==> config.mk <==
export PLATFORM = sky130hd
export DESIGN_NAME = ram_arbiter
export DESIGN_NICKNAME = d
export VERILOG_FILES = /design/src/rtl/ram_arb_pkg.sv /design/src/rtl/ram_arb_select.sv /design/src/rtl/ram_arbiter.sv
export SDC_FILE = /design/constraint.sdc
export NUM_CORES = 1
export LEC_CHECK = 0
export BUFFER_PORTS_ARGS = -buffer_cell sky130_fd_sc_hd__buf_2
export CAP_MARGIN = 20
export CORE_MARGIN = 1.5
export CORE_UTILIZATION = 34
export CTS_CLUSTER_SIZE = 25
export DETAILED_ROUTE_END_ITERATION = 8
export PLACE_DENSITY_LB_ADDON = 0.25
export SLEW_MARGIN = 15
export SYNTH_ARGS = -nofsm -noshare
export SYNTH_HDL_FRONTEND = slang
export SYNTH_SLANG_ARGS = --single-unit
==> constraint.sdc <==
create_clock -name clk -period 1.79 [get_ports clk]
set_clock_uncertainty 0.1 [all_clocks]
set_input_delay 0.0895 -clock clk [delete_from_list [all_inputs] [get_ports clk]]
set_output_delay 0.0895 -clock clk [all_outputs]
set_load 0.02 [all_outputs]
==> src/rtl/ram_arb_pkg.sv <==
// rtl/ram_arb_pkg.sv - shared types and constants for the RAM arbiter
package ram_arb_pkg;

  localparam int ADDR_WIDTH_DEF = 4;
  localparam int DATA_WIDTH_DEF = 8;

  localparam logic PORT_A = 1'b0;
  localparam logic PORT_B = 1'b1;

  typedef enum logic [2:0] {
    IDLE = 3'd0,
    WR   = 3'd1,
    RD1  = 3'd2,
    RD2  = 3'd3,
    DONE = 3'd4
  } state_t;

endpackage

==> src/rtl/ram_arb_select.sv <==
// rtl/ram_arb_select.sv - combinational one-hot grant, grant[0]=A, grant[1]=B
// RAM_ARB_ROUND_ROBIN_EN: ties go to the port not served last
module ram_arb_select
  import ram_arb_pkg::*;
(
  input  logic       a_req,
  input  logic       b_req,
`ifdef RAM_ARB_ROUND_ROBIN_EN
  input  logic       last_port,
`endif
  output logic [1:0] grant
);

  always_comb begin
    grant = 2'b00;
    if (a_req && b_req) begin
`ifdef RAM_ARB_ROUND_ROBIN_EN
      grant = (last_port == PORT_A) ? 2'b10 : 2'b01;
`else
      grant = 2'b01;
`endif
    end else if (a_req) begin
      grant = 2'b01;
    end else if (b_req) begin
      grant = 2'b10;
    end
  end

endmodule

==> src/rtl/ram_arbiter.sv <==
// rtl/ram_arbiter.sv - two-port req/ack sequencer for a single-port registered RAM
// RAM_ARB_ROUND_ROBIN_EN: alternating tie-break instead of fixed A-over-B priority
module ram_arbiter
  import ram_arb_pkg::*;
#(
  parameter int ADDR_WIDTH = ADDR_WIDTH_DEF,
  parameter int DATA_WIDTH = DATA_WIDTH_DEF
) (
  input  logic                  clk,
  input  logic                  rst_n,
  input  logic                  a_req,
  input  logic                  a_we,
  input  logic [ADDR_WIDTH-1:0] a_addr,
  input  logic [DATA_WIDTH-1:0] a_wdata,
  output logic                  a_ack,
  output logic [DATA_WIDTH-1:0] a_rdata,
  input  logic                  b_req,
  input  logic                  b_we,
  input  logic [ADDR_WIDTH-1:0] b_addr,
  input  logic [DATA_WIDTH-1:0] b_wdata,
  output logic                  b_ack,
  output logic [DATA_WIDTH-1:0] b_rdata,
  output logic                  ram_we,
  output logic                  ram_oe,
  output logic [ADDR_WIDTH-1:0] ram_addr,
  output logic [DATA_WIDTH-1:0] ram_wdata,
  input  logic [DATA_WIDTH-1:0] ram_rdata,
  output logic                  busy
);

  state_t                state, state_next;
  logic                  owner, owner_next;
  logic                  lat_we, lat_we_next;
  logic [ADDR_WIDTH-1:0] lat_addr, lat_addr_next;
  logic [DATA_WIDTH-1:0] lat_wdata, lat_wdata_next;
  logic [1:0]            grant;

  logic                  ram_we_d, ram_oe_d, a_ack_d, b_ack_d, busy_d;
  logic [ADDR_WIDTH-1:0] ram_addr_d;
  logic [DATA_WIDTH-1:0] ram_wdata_d;

`ifdef RAM_ARB_ROUND_ROBIN_EN
  logic last_port;

  ram_arb_select u_select (
    .a_req     (a_req),
    .b_req     (b_req),
    .last_port (last_port),
    .grant     (grant)
  );

  // Reset to B so that the very first tie goes to A.
  always_ff @(posedge clk or negedge rst_n) begin
    if (!rst_n) begin
      last_port <= PORT_B;
    end else if (state_next == DONE) begin
      last_port <= owner_next;
    end
  end
`else
  ram_arb_select u_select (
    .a_req (a_req),
    .b_req (b_req),
    .grant (grant)
  );
`endif

  always_ff @(posedge clk or negedge rst_n) begin
    if (!rst_n) begin
      state     <= IDLE;
      owner     <= PORT_A;
      lat_we    <= 1'b0;
      lat_addr  <= '0;
      lat_wdata <= '0;
    end else begin
      state     <= state_next;
      owner     <= owner_next;
      lat_we    <= lat_we_next;
      lat_addr  <= lat_addr_next;
      lat_wdata <= lat_wdata_next;
    end
  end

  // Requester inputs only matter in IDLE; the latch freezes them for the transaction.
  always_comb begin
    state_next     = state;
    owner_next     = owner;
    lat_we_next    = lat_we;
    lat_addr_next  = lat_addr;
    lat_wdata_next = lat_wdata;
    case (state)
      IDLE: begin
        if (grant[1]) begin
          owner_next     = PORT_B;
          lat_we_next    = b_we;
          lat_addr_next  = b_addr;
          lat_wdata_next = b_wdata;
          state_next     = b_we ? WR : RD1;
        end else if (grant[0]) begin
          owner_next     = PORT_A;
          lat_we_next    = a_we;
          lat_addr_next  = a_addr;
          lat_wdata_next = a_wdata;
          state_next     = a_we ? WR : RD1;
        end
      end
      WR:      state_next = DONE;
      RD1:     state_next = RD2;
      RD2:     state_next = DONE;
      DONE:    state_next = IDLE;
      default: state_next = IDLE;
    endcase
  end

  // Outputs are decoded from the next state so they can be registered without a cycle of lag.
  always_comb begin
    ram_we_d    = (state_next == WR);
    ram_oe_d    = (state_next == RD1) || (state_next == RD2);
    ram_addr_d  = (ram_we_d || ram_oe_d) ? lat_addr_next : '0;
    ram_wdata_d = ram_we_d ? lat_wdata_next : '0;
    a_ack_d     = (state_next == DONE) && (owner_next == PORT_A);
    b_ack_d     = (state_next == DONE) && (owner_next == PORT_B);
    busy_d      = (state_next != IDLE);
  end

  always_ff @(posedge clk or negedge rst_n) begin
    if (!rst_n) begin
      ram_we    <= 1'b0;
      ram_oe    <= 1'b0;
      ram_addr  <= '0;
      ram_wdata <= '0;
      a_ack     <= 1'b0;
      b_ack     <= 1'b0;
      busy      <= 1'b0;
      a_rdata   <= '0;
      b_rdata   <= '0;
    end else begin
      ram_we    <= ram_we_d;
      ram_oe    <= ram_oe_d;
      ram_addr  <= ram_addr_d;
      ram_wdata <= ram_wdata_d;
      a_ack     <= a_ack_d;
      b_ack     <= b_ack_d;
      busy      <= busy_d;
      if (state == RD2) begin
        if (owner == PORT_A) begin
          a_rdata <= ram_rdata;
        end else begin
          b_rdata <= ram_rdata;
        end
      end
    end
  end

endmodule

==> impl_metrics.tcl <==
set metrics [dict create \
    run_status "completed" \
    async_reset_ff_share_pct 100 \
    syn_area_mm2 0.00203 \
    yosys_most_used_dff "dfrtp_1" \
    first_pass_iters 4 \
    syn_inst 167 \
    cts_tree "yes" \
    power_leakage_uw 0.00139 \
    rows 27 \
    crit_type "reg -> reg" \
    min_from "a_we" \
    syn_to_final_growth_pct 37.7 \
    fin_tns_setup_ns 0 \
    port-buffer-count 70 \
    clock-sinks 49 \
    clock_path_buffers 2 \
    rsz0062_at_grt "false" \
    powerDensity_mw_per_mm2 1620 \
    start_util_pct 36.0 \
    hold_viol_final 0 \
    root_buffer "clkbuf_8" \
    htree_levels 2 \
    num_io_pins 71 \
    gr-total-overflow 0 \
    grt_pass1_vias 1627 \
    fin_crit_ns 1.58 \
    grt_usage_pct 14.8 \
    finalCritPeriodShare_pct 88.0 \
    required_ns 1.91 \
    timing.rr.start "state[2]$_DFF_PN0_" \
    die_w_um 80.3 \
    layout_setup_ws_ns 0.215 \
    setup.worst_path.start_class "register" \
    cp-startpoint "state[2]$_DFF_PN0_" \
    relSlewSlack_pct 55.4 \
    fin_cells 335 \
    clkLatencyLatePin_ns 0.29 \
    final_layout_size_suffix_gt1_share_pct 41.4 \
    setup_viol 0 \
    max_cap_violations 0 \
    ir_worst_vdd_mv 0.694 \
    fmax_ghz 0.635 \
    wl_per_cell_um 13.1 \
    dr_total_vias 1600 \
    post_cts_buffers 0 \
    ant_nets 0 \
    numCtsBuffers 5 \
    syn-mean-instance-area_um2 12.2 \
    min_path_type "in -> reg" \
    vias_per_cell 4.78 \
    clkTransAtPathRegs_ns 0.08 \
    endpoint_kind "register" \
    dp.cells 310 \
    synth_nets 205 \
    fp.dieH_um 80.3 \
    synth-edff-count 0 \
    core_mm2 0.00564 \
    yosys_warnings 0 \
    grt_pass1_wl_um 7330 \
    path_max_fanout 13 \
    drt_iter0_drc 51 \
    fillers 527 \
    arrival_ns 1.69 \
    synthDistinctLibCells 27 \
    wl_um 4380 \
    drc_errors 0 \
    antenna_cells 0 \
    dp_slack_ns 0.113 \
    synth_seq_cells 49 \
    hpwlAfterDp_um 3250 \
    dieArea_mm2 0.00645 \
    worst_slew_pin_slew_ns 0.667 \
    gp_congestion 0.769 \
    slew_violations 0 \
    synth-seq-area-share_pct 60.3 \
    antenna_found_initial 0 \
    nNetsFinal 300 \
    grt_max_degree 31 \
]
## sequential cells by signal, indices dropped and copies added (netlist names)
register	cells
ram_oe	1
state	3
owner	1
b_rdata	8
ram_addr	4
a_rdata	8
a_ack	1
ram_we	1
busy	1
b_ack	1
lat_addr	4
lat_wdata	8
ram_wdata	8
## stage by stage
stage | total power, uW | hold WS, ns | cell area, um^2 | utilization, %
2_1_floorplan | 3090 | -0.306 | 2030 | -
4_1_cts | 4570 | 0.0291 | 2790 | 49.5
3_3_place_gp | 3710 | -0.0296 | 2510 | 44.4
5_1_grt | 4870 | 0.0502 | 2800 | 49.6
3_5_place_dp | 3730 | -0.0247 | 2510 | 44.4
6_report | 4530 | 0.0406 | 2800 | 49.6
## metal layers
metal	vias to the layer above	GRT usage [%]	part of all wire, %
met2	66	25.4	47
met4	0	5.17	1.2
met5	-	0	0
li1	787	-	-
met3	7	3.52	6.3
met1	740	18.1	45
## report_power, final
group	total [uW]	switching, uW	internal (uW)
combinational	1950	1160	794
clock	796	341	455
sequential	1780	193	1590
## synthesized netlist by cell type (2+ instances only)
cell / count / area (um^2)
o21ai_0: 12 / 60.1
nand2b_1: 3 / 18.8
nor4bb_1: 8 / 80.1
a22oi_1: 8 / 60.1
nor2_1: 5 / 18.8
buf_6: 2 / 22.5
o21ai_1: 2 / 10.0
inv_1: 2 / 7.51
nand2_1: 19 / 71.3
clkbuf_1: 5 / 18.8
a21oi_1: 15 / 75.1
dfrtp_1: 49 / 1230
nand3b_1: 4 / 30.0
a21o_1: 4 / 30.0
mux2_2: 17 / 191
## worst paths after layout
check	endpoint	slack [ns]	depth (start not counted)
setup reg to reg	ram_wdata[6]$_DFF_PN0_	0.21	5
max in group asynchronous	ram_wdata[1]$_DFF_PN0_	0.90	3
hold / removal	state[0]$_DFF_PN0_	0.04	4
min in group asynchronous	b_rdata[4]$_DFFE_PN0P_	0.18	2
setup / recovery	ram_wdata[6]$_DFF_PN0_	0.21	5
hold reg to reg	lat_wdata[6]$_DFF_PN0_	0.38	2
## cell type report
class	count	area (um^2)	area share, %
sequential	49	1230	43.8
multi-input combinational	107	751	26.8
timing repair buffer	97	608	21.7
tap	72	90.1	3.22
clock buffer	7	86.3	3.08
clock inverter	1	30.0	1.07
inverter	2	7.51	0.268
## repair_timing
| action | CTS | global route |
|---|---|---|
| hold buffers | 17 | 0 |
| gates resized for setup | 0 | 1 |
| setup endpoints to repair | 0 | 9 |
| hold endpoints to repair | 43 | 0 |
## critical path, stage by stage, from the launching register on
cell      delay, ns
dfrtp_1        0.40
buf_4          0.19
nor3_1         0.32
o211ai_1       0.15
buf_4          0.20
a21oi_1        0.13
## logic make-up (layout without fill, tap and decap cells)
| family | Yosys count | in the layout | synth area share [%] |
|---|---|---|---|
| AOI/OAI and AO/OA | 44 | 44 | 12.7 |
| buffers and inverters | 11 | 107 | 3.02 |
| DFF | 49 | 49 | 60.3 |
| muxes | 17 | 17 | 9.42 |
| and+or+nand+nor | 46 | 46 | 14.5 |
## placed cells by master (no fill, tap or decap), drive strengths merged, types with 5 or more instances in the layout
| cell | synthesis | final |
|---|---|---|
| mux2 | 17 | 17 |
| nor4bb | 8 | 8 |
| clkbuf | 5 | 7 |
| nor2 | 5 | 5 |
| buf | 4 | 80 |
| dfrtp | 49 | 49 |
| a22oi | 8 | 8 |
| nand2 | 19 | 19 |
| o21ai | 14 | 14 |
| a21oi | 15 | 15 |
| dlygate4sd3 | 0 | 17 |
No activity file was read; power rests on OpenSTA's default activity.
